File: config.mk
export PLATFORM = sky130hd
export DESIGN_NAME = core_bus_arb
export DESIGN_NICKNAME = d
export VERILOG_FILES = /design/src/rtl/core_bus_arb.sv
export SDC_FILE = /design/constraint.sdc
export NUM_CORES = 1
export LEC_CHECK = 0
export ABC_AREA = 1
export CAP_MARGIN = 15
export CORE_AREA = 2 2 106 108
export CTS_CLUSTER_DIAMETER = 30
export CTS_CLUSTER_SIZE = 25
export DETAILED_ROUTE_END_ITERATION = 6
export DIE_AREA = 0 0 108 110
export PLACE_DENSITY = 0.67
export SLEW_MARGIN = 20
export SYNTH_ARGS = -nofsm -noshare
export SYNTH_HDL_FRONTEND = slang
export SYNTH_SLANG_ARGS = --single-unit
File: constraint.sdc
create_clock -name clk -period 4.8 [get_ports clk]
set_input_delay 0.96 -clock clk [delete_from_list [all_inputs] [get_ports clk]]
set_output_delay 0.96 -clock clk [all_outputs]
set_load 0.005 [all_outputs]
File: src/rtl/core_bus_arb.sv
// core_bus_arb: two-master (IFU / LSU) arbiter for the shared core memory bus.
// Grants one request per bus handshake. The owner of each accepted request is
// queued in an in-order tracker, and each bus response is routed back to that owner.
//
// Ports:
//   clk, rstn                      clock, synchronous active-low reset
//   ifu_req_*                      IFU read request (valid/ready/addr)
//   ifu_rsp_valid/data             IFU response (no backpressure)
//   lsu_req_*                      LSU request (valid/ready/addr/wen/wdata/wstrb)
//   lsu_rsp_valid/data             LSU response (read data or write ack)
//   bus_req_*                      request to the bus master controller
//   bus_rsp_valid/data             in-order bus responses
//   arb_err_orphan                 sticky flag: a response arrived with no outstanding request
//
// Request and response paths are combinational by design (zero-latency pass-through).
module core_bus_arb #(
    parameter int unsigned DEPTH        = 4,
    parameter int unsigned STARVE_LIMIT = 3
) (
    input  logic        clk,
    input  logic        rstn,
    input  logic        ifu_req_valid,
    output logic        ifu_req_ready,
    input  logic [31:0] ifu_req_addr,
    output logic        ifu_rsp_valid,
    output logic [31:0] ifu_rsp_data,
    input  logic        lsu_req_valid,
    output logic        lsu_req_ready,
    input  logic [31:0] lsu_req_addr,
    input  logic        lsu_req_wen,
    input  logic [31:0] lsu_req_wdata,
    input  logic [3:0]  lsu_req_wstrb,
    output logic        lsu_rsp_valid,
    output logic [31:0] lsu_rsp_data,
    output logic        bus_req_valid,
    input  logic        bus_req_ready,
    output logic [31:0] bus_req_addr,
    output logic        bus_req_wen,
    output logic [31:0] bus_req_wdata,
    output logic [3:0]  bus_req_wstrb,
    input  logic        bus_rsp_valid,
    input  logic [31:0] bus_rsp_data,
    output logic        arb_err_orphan
);

    localparam int unsigned PTR_W  = (DEPTH > 1) ? $clog2(DEPTH) : 1;
    localparam int unsigned CNT_W  = $clog2(DEPTH + 1);
    localparam int unsigned STRK_W = (STARVE_LIMIT > 0) ? $clog2(STARVE_LIMIT + 1) : 1;

    localparam logic [0:0] ST_ARB  = 1'b0;
    localparam logic [0:0] ST_HOLD = 1'b1;

    localparam logic OWN_IFU = 1'b0;
    localparam logic OWN_LSU = 1'b1;

    logic [0:0]        state, state_nxt;
    logic              hold_owner;
    logic              trk_mem [DEPTH];
    logic [PTR_W-1:0]  wr_ptr, rd_ptr;
    logic [CNT_W-1:0]  count;
    logic [STRK_W-1:0] streak;
    logic              orphan;

    logic sel_owner;
    logic sel_valid;
    logic full;
    logic empty;
    logic starving;
    logic req_valid;
    logic hs;
    logic pop;
    logic head_owner;

    assign full       = (count == CNT_W'(DEPTH));
    assign empty      = (count == '0);
    assign starving   = (streak == STRK_W'(STARVE_LIMIT)) && ifu_req_valid;
    assign head_owner = trk_mem[rd_ptr];

    // Owner selection and next state.
    always_comb begin
        sel_owner = OWN_IFU;
        sel_valid = 1'b0;
        state_nxt = state;
        if (state == ST_HOLD) begin
            // Locked owner: a newly arriving higher-priority master is ignored.
            sel_owner = hold_owner;
            sel_valid = hold_owner ? lsu_req_valid : ifu_req_valid;
        end else if (lsu_req_valid && !starving) begin
            sel_owner = OWN_LSU;
            sel_valid = 1'b1;
        end else if (ifu_req_valid) begin
            sel_owner = OWN_IFU;
            sel_valid = 1'b1;
        end
        req_valid = rstn && sel_valid && !full;
        hs        = req_valid && bus_req_ready;
        if (state == ST_ARB) begin
            if (req_valid && !bus_req_ready) begin
                state_nxt = ST_HOLD;
            end
        end else if (hs) begin
            state_nxt = ST_ARB;
        end
    end

    // Bus request mux; IFU requests are always reads with zero payload.
    always_comb begin
        bus_req_valid = req_valid;
        ifu_req_ready = hs && (sel_owner == OWN_IFU);
        lsu_req_ready = hs && (sel_owner == OWN_LSU);
        if (sel_owner == OWN_LSU) begin
            bus_req_addr  = lsu_req_addr;
            bus_req_wen   = lsu_req_wen;
            bus_req_wdata = lsu_req_wdata;
            bus_req_wstrb = lsu_req_wstrb;
        end else begin
            bus_req_addr  = ifu_req_addr;
            bus_req_wen   = 1'b0;
            bus_req_wdata = 32'h0;
            bus_req_wstrb = 4'h0;
        end
    end

    // Response routing by tracker head.
    always_comb begin
        pop           = rstn && bus_rsp_valid && !empty;
        ifu_rsp_valid = pop && (head_owner == OWN_IFU);
        lsu_rsp_valid = pop && (head_owner == OWN_LSU);
        ifu_rsp_data  = bus_rsp_data;
        lsu_rsp_data  = bus_rsp_data;
    end

    assign arb_err_orphan = orphan;

    // State register and owner latch for HOLD.
    always_ff @(posedge clk) begin
        if (!rstn) begin
            state      <= ST_ARB;
            hold_owner <= OWN_IFU;
        end else begin
            state <= state_nxt;
            if (state == ST_ARB && req_valid && !bus_req_ready) begin
                hold_owner <= sel_owner;
            end
        end
    end

    // Tracker storage; contents are meaningless while count is zero, so no reset.
    always_ff @(posedge clk) begin
        if (hs) begin
            trk_mem[wr_ptr] <= sel_owner;
        end
    end

    // Tracker pointers and occupancy.
    always_ff @(posedge clk) begin
        if (!rstn) begin
            wr_ptr <= '0;
            rd_ptr <= '0;
            count  <= '0;
        end else begin
            if (hs) begin
                wr_ptr <= wr_ptr + PTR_W'(1);
            end
            if (pop) begin
                rd_ptr <= rd_ptr + PTR_W'(1);
            end
            if (hs && !pop) begin
                count <= count + CNT_W'(1);
            end else if (!hs && pop) begin
                count <= count - CNT_W'(1);
            end
        end
    end

    // LSU grant streak while IFU waits; saturates at the limit.
    always_ff @(posedge clk) begin
        if (!rstn) begin
            streak <= '0;
        end else if (!ifu_req_valid || (hs && sel_owner == OWN_IFU)) begin
            streak <= '0;
        end else if (hs && sel_owner == OWN_LSU && streak != STRK_W'(STARVE_LIMIT)) begin
            streak <= streak + STRK_W'(1);
        end
    end

    // Sticky orphan-response flag.
    always_ff @(posedge clk) begin
        if (!rstn) begin
            orphan <= 1'b0;
        end else if (bus_rsp_valid && empty) begin
            orphan <= 1'b1;
        end
    end

endmodule

### Word level (Yosys, flattened, before mapping)

Memories as Yosys holds them, arrays and structs flattened. A register that Yosys moved wholly into a read port is not among the register bits.
Cells that the tools add are included.

* add/subtract/negate cells: 5
* equality and inequality tests: 3
* mux-type cells: 19
* bitwise operators: 4
* reductions and logical operators: 29

Operators with widths (count)
* two-way mux 32 bit: 2
* logical AND 1 bit: 18
* two-way mux 1 bit: 12
* zero test 1 bit: 7
* adder 2 x 1 -> 2 bit, second input constant: 3
* two-way mux 3 bit: 2
* two-way mux 2 bit: 2
* two-way mux 4 bit: 1
* inverter 1 bit: 4
* adder 3 x 1 -> 3 bit, second input constant: 1
* equality test 3 bit, second input constant: 1
* zero test 3 bit: 1
* subtractor 3 x 1 -> 3 bit, second input constant: 1
* equality test 2 bit, second input constant: 1
* inequality test 2 bit, second input constant: 1
* nonzero test 2 bit: 1
* OR reduction 2 bit: 1
* logical OR 1 bit: 1

* register bits after elaboration: 12
* memory bits (writable): 4
* input port bits: 139
* output and inout port bits: 139
* word-level logic and storage cells: 68
* memories kept: 1

Memories
* trk_mem: depth 4, bits a word 1, rd ports 1, clocked after Yosys merged registers in 1, wr ports 1, line 58 `logic trk_mem [DEPTH];`

### Longest topological paths before layout

* depth in word-level cells: 13
* gate-level depth with buffers: 13
* gate-level depth less buffers: 13

### Least setup slack after synthesis

OpenSTA, ideal clock, no wires.

* path type: in2out
* start point: input port ifu_req_valid
* end point: output port bus_req_wdata[21]
* arrival time: 1.666 ns
* required time: 3.840 ns
* path slack: 2.174 ns
* stages: 7
* buffers on the path: 2
* cell sequence: nand2_1 nand3_1 nand2_2 inv_2 buf_4 buf_6 nor2_1

* cells in the longest elaborated chain, start to end: 6

RTL lines
* from (decl): line 22 `input logic ifu_req_valid,`
* logical AND 1 bit: line 76 `assign starving = (streak == STRK_W'(STARVE_LIMIT)) && ifu_req_valid;`
* zero test 1 bit: line 88 `end else if (lsu_req_valid && !starving) begin`
* logical AND 1 bit: line 88
* two-way mux 1 bit: line 88
* two-way mux 1 bit: line 84 `if (state == ST_HOLD) begin`
* two-way mux 32 bit: line 111 `if (sel_owner == OWN_LSU) begin`
* to (decl): line 39 `output logic [31:0] bus_req_wdata,`

No other way between the ends.

### Worst setup path in the final report

* start point: input port ifu_req_valid
* end point: output port bus_req_addr[5]

* cells in the longest elaborated chain, start to end: 6

RTL lines
* logical AND 1 bit: line 76
* zero test 1 bit: line 88
* logical AND 1 bit: line 88
* two-way mux 1 bit: line 88
* two-way mux 1 bit: line 84
* two-way mux 32 bit: line 111
* to (decl): line 37 `output logic [31:0] bus_req_addr,`

No other way between the ends.

==> metrics.log <==
[metrics] status: completed
[metrics] routed via count: 2,347
[metrics] first-pass GRT wire length: 9480 µm
[metrics] category of the most critical setup path: input pin to output pin
[metrics] count of yosys warnings during synthesis: 0
[metrics] cell count of the worst reg-to-reg path: 12
[metrics] total leakage power: 0.00167 µW
[metrics] All-Layer GR Usage: 9.91%
[metrics] Crit path required time: 3.84 ns
[metrics] drt initial violations: 80
[metrics] Unique masters post-synth: 25
[metrics] cell with the largest stage delay on the worst path: sky130_fd_sc_hd__clkdlybuf4s50_1
[metrics] Routed Antenna Nets: 0
[metrics] kind of end point of the critical path: output pin
[metrics] power per cell area: 190 nW/µm²
[metrics] estimated wirelength of the detail-placed design: 5670 µm
[metrics] count of TritonRoute iterations in the first routing pass: 4
[metrics] Residual DRC: 0
[metrics] width of the die: 108 µm
[metrics] layout overhead on the synthesized area: 72.9%
[metrics] number of primary I/O pins: 278
[metrics] RSZ-0062 raised after global routing: false
[metrics] cell depth of the worst min-delay path: 2
[metrics] overall power consumption: 686 µW
[metrics] number of standard-cell rows in the floorplan: 38
[metrics] vias in the first global route: 2,150
[metrics] Worst Hold Slack: 0.469 ns
[metrics] class of the worst hold path: flop to flop
[metrics] total length of routed wires: 6660 µm
[metrics] worst IR drop on VDD: 114 µV
[metrics] Main synth FF type: sky130_fd_sc_hd__dfxtp_1
[metrics] sequential element share of the synthesized area: 19.2%
[metrics] number of antenna violations at the first check in global routing: 0
[metrics] Final setup viols: 0
[metrics] via density per instance: 3.86
[metrics] number of levels in the clock H-tree: 1
[metrics] clk slew on worst S/H paths: 0.06 ns
[metrics] most common cell type on the critical path: sky130_fd_sc_hd__nand2_1
[metrics] PortBufs: 181
[metrics] most frequent cell after synthesis: sky130_fd_sc_hd__nand2_1
[metrics] cell taking the most area after synthesis: sky130_fd_sc_hd__buf_4
[metrics] Placed Cells incl. Taps: 604
[metrics] Post-synth ARST share: 0%
[metrics] endpoint with the worst hold slack: streak[1]$_SDFFE_PP0P_
[metrics] top post-synthesis cells by area: sky130_fd_sc_hd__buf_4, sky130_fd_sc_hd__nand2_1, sky130_fd_sc_hd__dfxtp_1
[metrics] layout cells sized above 1: 2.99%
[metrics] fin nets: 615
[metrics] maxcap violations: 0
[metrics] highest clock rate: 0.262 GHz
[metrics] worst setup skew after layout: 0.00480 ns
[metrics] slack of the worst reg-to-reg path: 2.56 ns
[metrics] # diodes: 0
[metrics] hold bufs inserted after CTS: 0
[metrics] Fin Setup TNS: 0 ns
[metrics] number of fill cells: 1,118
[metrics] cells traversed along the worst timing path: clkdlybuf4s50_1 > nand2_1 > nand3_1 > nand2_2 > inv_2 > buf_12 > nand2_1 > nand2_1 > clkdlybuf4s50_1
[metrics] cell chosen for the clock root: sky130_fd_sc_hd__clkbuf_8
[metrics] Post-Synthesis Cells: 356
[metrics] number of enable-type register cells in the synthesized netlist: 4
[metrics] Period Utilization, post-route: 79.5%
[metrics] clock sinks: 18
[metrics] Die ar.: 11,900 µm²
[metrics] number of failing hold endpoints at the final stage: 0
[metrics] Placeable Area: 10,700 µm²
[metrics] Worst Max-Slew Pin Slew: 0.388 ns
[metrics] maximum number of pins on one net before global-route repair: 67
[metrics] post-synthesis sequential element count: 18
[metrics] Skew-Pair Late Insertion Delay: 0.26 ns
[metrics] starting density of the core: 19.5%
[metrics] residual overflow from global routing: 0
[metrics] area share of the leading cell type in the synthesized netlist: 23.4%
[metrics] Longest Clk Path Bufs: 2
[metrics] max-slew violation count: 0
[metrics] post-cts resize count: 0
[metrics] summed instance area of the synthesized netlist: 2090 µm²
[metrics] mean instance size in the synthesized netlist: 5.87 µm²
[metrics] maximum fanout encountered on the critical timing path: 66
[metrics] routed wirelength normalized by instance count: 11.0 µm
[metrics] height of the die: 110 µm
[metrics] arrival time at the worst endpoint: 2.85 ns
[metrics] clock tree from TritonCTS: yes
[metrics] startpoint of the worst hold path: streak[1]$_SDFFE_PP0P_
[metrics] Net Count, Synth: 502
[metrics] number of post-CTS setup repair buffers: 0
[metrics] Routability Congestion: 0.707
[metrics] utilization of the core after routing: 33.8%
[metrics] startpoint type of the worst setup path: input pin
[metrics] launch instance of the worst register-to-register path: count[0]$_SDFFE_PN0P_
[metrics] number of clock buffers inserted by TritonCTS: 3
[metrics] leading cell types by count after synthesis: sky130_fd_sc_hd__nand2_1, sky130_fd_sc_hd__buf_4, sky130_fd_sc_hd__inv_1, sky130_fd_sc_hd__nor2_1, sky130_fd_sc_hd__dfxtp_1
[metrics] post-layout minimum cycle time: 3.81 ns
[metrics] Critical Path Max Stage Delay: 0.53 ns
[metrics] destination of the worst register-to-register timing path: count[2]$_SDFFE_PN0P_
[metrics] worst slew margin relative to its limit: 74.1%
[metrics] number of non-filler instances in the completed layout: 608
logic make-up after synthesis:
| kind of cell | after synthesis | share of synthesized area, % |
|---|---|---|
| xor+xnor | 1 | 0.419 |
| fa+ha+maj | 7 | 4.55 |
| simple gates | 169 | 31.9 |
| buf+inv | 137 | 37.4 |
| flops | 18 | 19.2 |
| compound gates | 24 | 6.59 |
worst max-delay path by stage:
stage | start | end | cells past startpoint
after global placement | ifu_req_valid | bus_req_addr[8] | 9
after floorplan | ifu_req_valid | bus_req_wdata[21] | 7
after detailed placement | ifu_req_valid | bus_req_addr[8] | 9
final | ifu_req_valid | bus_req_addr[5] | 9
after CTS | ifu_req_valid | bus_req_addr[8] | 9
after global routing | ifu_req_valid | bus_req_addr[5] | 9
worst max-delay path, delay by kind of cell:
family	cells	cell delay [ns]
buffers and inverters	4	1.47
and+or+nand+nor	5	0.38
per-layer routing:
metal | global-route usage, % | share of wire [%] | up-vias | wire, µm
li1 | - | - | 1199 | -
met1 | 9.12 | 34 | 994 | 2300
met2 | 18.1 | 50 | 138 | 3320
met3 | 5.58 | 13 | 16 | 881
met4 | 4.12 | 2.4 | 0 | 161
met5 | 0 | 0 | - | 0
per-stage QoR:
step	setup slack, ns	area, µm²
global placement	0.965	3560
CTS	0.963	3610
finish	0.985	3610
detailed placement	0.969	3560
floorplan	2.17	2090
global route	0.861	3610
where the power goes:
part           switching (µW)  leakage [µW]  internal [µW]
clock                    51.6     0.0000288           73.0
sequential               13.6      0.000151            171
combinational             151       0.00149            226
cell type report:
class / instances / area (µm²) / area share (%)
sequential: 18 / 400 / 11.1
clock buffer: 4 / 55.1 / 1.52
tap: 140 / 175 / 4.85
multi-input combinational: 201 / 907 / 25.1
inverter: 62 / 235 / 6.51
timing repair buffer: 183 / 1840 / 50.9
placed cells by master, fill, tap and decap left out:
cell	n
sky130_fd_sc_hd__clkdlybuf4s50_1	181
sky130_fd_sc_hd__nand2_1	115
sky130_fd_sc_hd__inv_1	58
sky130_fd_sc_hd__nor2_1	46
sky130_fd_sc_hd__dfxtp_1	14
sky130_fd_sc_hd__a21oi_1	12
sky130_fd_sc_hd__o21ai_0	9
sky130_fd_sc_hd__ha_1	6
sky130_fd_sc_hd__nand3_1	4
sky130_fd_sc_hd__clkbuf_8	4
sky130_fd_sc_hd__edfxtp_1	4
sky130_fd_sc_hd__inv_2	3
sky130_fd_sc_hd__inv_4	1
sky130_fd_sc_hd__a21oi_4	1
sky130_fd_sc_hd__nand3_4	1
sky130_fd_sc_hd__nand2_2	1
sky130_fd_sc_hd__a32oi_1	1
sky130_fd_sc_hd__nor2_4	1
sky130_fd_sc_hd__xor2_1	1
sky130_fd_sc_hd__a211oi_1	1
sky130_fd_sc_hd__nand4_1	1
sky130_fd_sc_hd__fa_1	1
sky130_fd_sc_hd__buf_12	1
sky130_fd_sc_hd__buf_4	1
No activity file was read; power rests on OpenSTA's default activity.
